--- src/rtl/mealy_det_pkg.sv ---
// Shared defaults and helpers for the Mealy serial pattern detector.
//   PAT_LEN_DEF     default pattern length in bits
//   CNT_W_DEF       default match counter width
//   DEFAULT_PAT_DEF default pattern after reset (MSB = oldest bit)
//   fill_w()        width needed to hold a fill count of 0..PAT_LEN
package mealy_det_pkg;

  localparam int unsigned PAT_LEN_DEF = 4;
  localparam int unsigned CNT_W_DEF = 8;
  localparam logic [3:0] DEFAULT_PAT_DEF = 4'b1011;

  function automatic int unsigned fill_w(input int unsigned pat_len);
    return $clog2(pat_len + 1);
  endfunction

endpackage

--- src/rtl/mealy_pattern_detector_sat_counter.sv ---
// Saturating up-counter with synchronous clear.
// Ports:
//   CLK  in   clock, posedge
//   RST  in   synchronous active-high reset, clears the count
//   clr  in   synchronous clear (lower priority than RST)
//   inc  in   increment request, ignored once saturated
//   cnt  out  W-bit count
//   sat  out  high while cnt is all-ones
module sat_counter #(
  parameter int unsigned W = 8
) (
  input  logic         CLK,
  input  logic         RST,
  input  logic         clr,
  input  logic         inc,
  output logic [W-1:0] cnt,
  output logic         sat
);

  logic [W-1:0] cnt_q, cnt_d;

  assign sat = (cnt_q == {W{1'b1}});
  assign cnt = cnt_q;

  always_comb begin
    cnt_d = cnt_q;
    if (clr) begin
      cnt_d = '0;
    end else if (inc && !sat) begin
      cnt_d = cnt_q + 1'b1;
    end
  end

  always_ff @(posedge CLK) begin
    if (RST) begin
      cnt_q <= '0;
    end else begin
      cnt_q <= cnt_d;
    end
  end

endmodule

--- src/rtl/mealy_pattern_detector.sv ---
// Mealy serial pattern detector with run-time loadable pattern and overlap mode.
// y rises combinationally in the same cycle the final pattern bit is presented.
// Ports:
//   CLK          in   clock, posedge
//   RST          in   synchronous active-high reset
//   x            in   serial data bit
//   x_valid      in   x is sampled this cycle
//   cfg_load     in   load cfg_pattern/cfg_overlap, drops this cycle's bit
//   cfg_pattern  in   new pattern, MSB = first bit received
//   cfg_overlap  in   1 = overlapping matches allowed
//   y            out  match strobe (combinational)
//   match_cnt    out  saturating count of matches since reset/load
//   cnt_sat      out  match_cnt is all-ones
module mealy_pattern_detector
  import mealy_det_pkg::*;
#(
  parameter int unsigned PAT_LEN = PAT_LEN_DEF,
  parameter int unsigned CNT_W = CNT_W_DEF,
  parameter logic [PAT_LEN-1:0] DEFAULT_PAT = PAT_LEN'(DEFAULT_PAT_DEF)
) (
  input  logic               CLK,
  input  logic               RST,
  input  logic               x,
  input  logic               x_valid,
  input  logic               cfg_load,
  input  logic [PAT_LEN-1:0] cfg_pattern,
  input  logic               cfg_overlap,
  output logic               y,
  output logic [CNT_W-1:0]   match_cnt,
  output logic               cnt_sat
);

  localparam int unsigned FillW = fill_w(PAT_LEN);

  logic [PAT_LEN-1:0] hist_q, hist_d;
  logic [PAT_LEN-1:0] pat_q, pat_d;
  logic [FillW-1:0]   fill_q, fill_d;
  logic               ovl_q, ovl_d;
  logic [PAT_LEN-1:0] window;
  logic               accept;
  logic               fill_ready;

  assign window = {hist_q[PAT_LEN-2:0], x};
  assign accept = x_valid & ~cfg_load;
  // With fewer than PAT_LEN-1 real bits, window still holds reset zeros;
  // gating on fill stops those zeros matching a zero-heavy pattern.
  assign fill_ready = (fill_q >= FillW'(PAT_LEN - 1));
  assign y = accept & ~RST & fill_ready & (window == pat_q);

  always_comb begin
    hist_d = hist_q;
    fill_d = fill_q;
    pat_d  = pat_q;
    ovl_d  = ovl_q;
    if (cfg_load) begin
      pat_d  = cfg_pattern;
      ovl_d  = cfg_overlap;
      hist_d = '0;
      fill_d = '0;
    end else if (accept) begin
      if (y && !ovl_q) begin
        // Non-overlap: the matched bits are consumed, start over from empty.
        hist_d = '0;
        fill_d = '0;
      end else begin
        hist_d = window;
        if (fill_q != FillW'(PAT_LEN)) begin
          fill_d = fill_q + 1'b1;
        end
      end
    end
  end

  always_ff @(posedge CLK) begin
    if (RST) begin
      hist_q <= '0;
      fill_q <= '0;
      pat_q  <= DEFAULT_PAT;
      ovl_q  <= 1'b1;
    end else begin
      hist_q <= hist_d;
      fill_q <= fill_d;
      pat_q  <= pat_d;
      ovl_q  <= ovl_d;
    end
  end

  sat_counter #(
    .W(CNT_W)
  ) u_match_cnt (
    .CLK(CLK),
    .RST(RST),
    .clr(cfg_load),
    .inc(y),
    .cnt(match_cnt),
    .sat(cnt_sat)
  );

endmodule

--- config.mk ---
export PLATFORM = sky130hd
export DESIGN_NAME = mealy_pattern_detector
export DESIGN_NICKNAME = d
export VERILOG_FILES = /design/src/rtl/mealy_det_pkg.sv /design/src/rtl/mealy_pattern_detector_sat_counter.sv /design/src/rtl/mealy_pattern_detector.sv
export SDC_FILE = /design/constraint.sdc
export NUM_CORES = 1
export LEC_CHECK = 0
export CAP_MARGIN = 20
export CORE_MARGIN = 3
export CORE_UTILIZATION = 41
export CTS_BUF_LIST = sky130_fd_sc_hd__clkbuf_2 sky130_fd_sc_hd__clkbuf_4 sky130_fd_sc_hd__clkbuf_8
export CTS_CLUSTER_SIZE = 16
export DETAILED_ROUTE_END_ITERATION = 10
export PLACE_DENSITY = 0.73
export REMOVE_ABC_BUFFERS = 1
export SYNTH_ARGS = -nofsm -noshare
export SYNTH_HDL_FRONTEND = slang
export SYNTH_SLANG_ARGS = --single-unit
export TNS_END_PERCENT = 10
--- constraint.sdc ---
create_clock -name CLK -period 2.6 [get_ports CLK]
set_clock_uncertainty 0.1 [all_clocks]
set_input_delay 0.52 -clock CLK [delete_from_list [all_inputs] [get_ports CLK]]
set_output_delay 0.52 -clock CLK [all_outputs]
set_load 0.005 [all_outputs]
==> reports/qor.csv <==
metric;value;unit
gp_congestion;0.772;
dpl.cell_count;163;
synth_adder_area_share;4.97;%
leakage;0.489;nW
synth_top_cell_by_area;dfxtp_1;
core;0.00228;sq mm
grt_antenna_before_repair;0;
fmax;407;MHz
grt_max_degree;15;
p_per_area;402;mW/mm^2
via_per_inst;5.62;
firstDrtPassIters;4;
rows;17;
grt_overflow_total;0;
synth_edf_count;0;
synth-compound-area-share;21.7;%
dieWidth;55.6;um
combPwrFrac;12.5;%
min_period;2.46;ns
path_class;reg -> out;
port_buffers;19;
synthCells;114;
clk_pin_slew_worst_paths;0.11;ns
crit_path_end_kind;primary output;
synth_xor_area_share;3.48;%
register_area;383;sq um
ys_warn_count;0;
synth.distinct_cells;32;
finalSetupViolations;0;
routed_wl;2130;um
hold_ws;0.396;ns
slew_violations;0;
die_y;55.6;um
fin_util;58.1;%
start_util;44.3;%
grt_pass1_wl;3730;um
multi_input_area;602;sq um
cap_violations;0;
p_sw;0.129;mW
clkPwrFrac;30.2;%
seqPwrFrac;57.3;%
max-vdd-ir-drop;0.000286;V
synth_simple_gate_area_share;25.1;%
diodes;0;
worst_slew_pin_slew;0.741;ns
synth.area.top_cells;dfxtp_1, a21oi_1, ha_1, a211o_1, o311ai_0;
min_period_over_period;94.6;%
muxShareOfSynthArea;2.98;%
dp_hpwl;1570;um
detail_route.iter0.violations;19;
synth_top_family_by_area;simple AND/OR/NAND/NOR gates;
startpoint_type;register;
grt_usage;14.9;%
synth.most_common_cell;dfxtp_1;
status;finished clean;
min_path_type;reg -> reg;
relSlewSlack;50.4;%
cts.sinks;19;
cts_tree;done;
rsz0062_at_grt;no;
fin_tns_setup;0;ns
dieArea;0.00309;sq mm
drt-wirelength-per-cell;12.6;um
crit_path_max_fanout;2;
htree_levels;1;
drive_above_1_share;15.6;%
nNetsFinal;156;
synthesis.area;0.00101;sq mm
cp_data_arrival_time;1.84;ns
cts_buffer_depth;2;
p_total;0.532;mW
grt_pass1_vias;863;
vias;950;
ys.flop_type;dfxtp_1;
switching_share;24.3;%
ys_seq_area_share;37.8;%
postSynthAreaPerCell;8.84;sq um
async_reset_ff_share;0;%
cts-buffers-inserted;3;
cp.required;1.98;ns
cts-root-buf;clkbuf_4;
area_delta_synth_final;31.3;%
synth_common_cells;dfxtp_1, a21oi_1, nand2_1;
cellInternalPower;0.403;mW
ys_ff_latch;19;
final_cells;169;
yosysTopAreaCellShare;37.8;%
clkLatencyLatePin;0.30;ns
n_fill_cell;204;
final_antenna_net_count;0;
ios;20;
route.detailed.drc;0;
hold_viol;0;
hold_buffers;0;
==> area by class of cell <==
| type | count | share of cell area, % |
|---|---|---|
| repair buffers | 28 | 19.2 |
| multi-input cells | 85 | 45.5 |
| inverters | 5 | 1.42 |
| flip-flops and latches | 19 | 28.9 |
| clock buffers | 4 | 2.27 |
| well taps | 28 | 2.65 |
==> flip-flops by register name (all words and copies together) (netlist names) <==
register and count:
u_match_cnt.cnt 8, pat_q 4, fill_q 3, hist_q 3
ovl_q 1
==> worst max-delay path, stage by stage, from the launching register on <==
cell	delay (ns)
dfxtp_2	0.34
ha_1	0.19
ha_1	0.17
a211o_1	0.26
and4_4	0.20
nand3_2	0.08
inv_1	0.04
dlygate4sd2_1	0.25
==> power groups by stage <==
stage,Clock (mW),Combinational (mW),Sequential (mW)
3_5_place_dp,0,0.0636,0.311
5_1_grt,0.180,0.0735,0.306
6_report,0.161,0.0663,0.305
4_1_cts,0.169,0.0659,0.305
3_3_place_gp,0,0.0630,0.311
2_1_floorplan,0,0.0333,0.310
==> kinds of logic after synthesis <==
logic type               after synthesis
buffers and inverters                 10
AND/OR/NAND/NOR                       43
flip-flops                            19
adder cells (fa/ha/maj)                4
multiplexers                           3
AO/OA/AOI/OAI                         31
XOR/XNOR                               4
==> routing by layer <==
metal	GRT usage [%]	up-vias	wire length [um]
met5	0	-	0
met3	5.37	4	125
met1	18.5	434	950
met4	3.47	0	20
li1	-	485	-
met2	24.3	27	1030
==> cell usage in the layout (no fill, tap or decap), types with 4 or more instances in the layout <==
cell             count
a211o_1              5
a21oi_1             10
buf_4                9
clkbuf_4             4
clkdlybuf4s50_1     16
dfxtp_1             17
ha_1                 4
inv_1                5
nand2_1              7
nand2b_1             4
nand3_1              4
nor2_1               4
nor2b_1              5
o311ai_0             5
==> stage by stage <==
step                setup WS, ns  area, sq um
floorplan                  0.702          986
global placement          -0.129         1260
CTS                       0.0953         1320
global route              0.0336         1320
finish                     0.140         1320
detailed placement        -0.143         1260
==> final timing paths <==
kind	start	end	slack [ns]	cells after the start
setup reg to reg	fill_q[1]	hist_q[1]	0.58	7
hold / removal	hist_q[2]	hist_q[2]	0.40	2
setup / recovery	fill_q[0]	y	0.14	7
hold reg to reg	hist_q[2]	hist_q[2]	0.40	2
==> repair_timing <==
action / CTS / global route
pin swaps: 2 / 0
gates resized for setup: 7 / 1
setup buffers: 2 / 0
setup endpoints to repair: 1 / 1
Power figures use the tool's default switching activity.
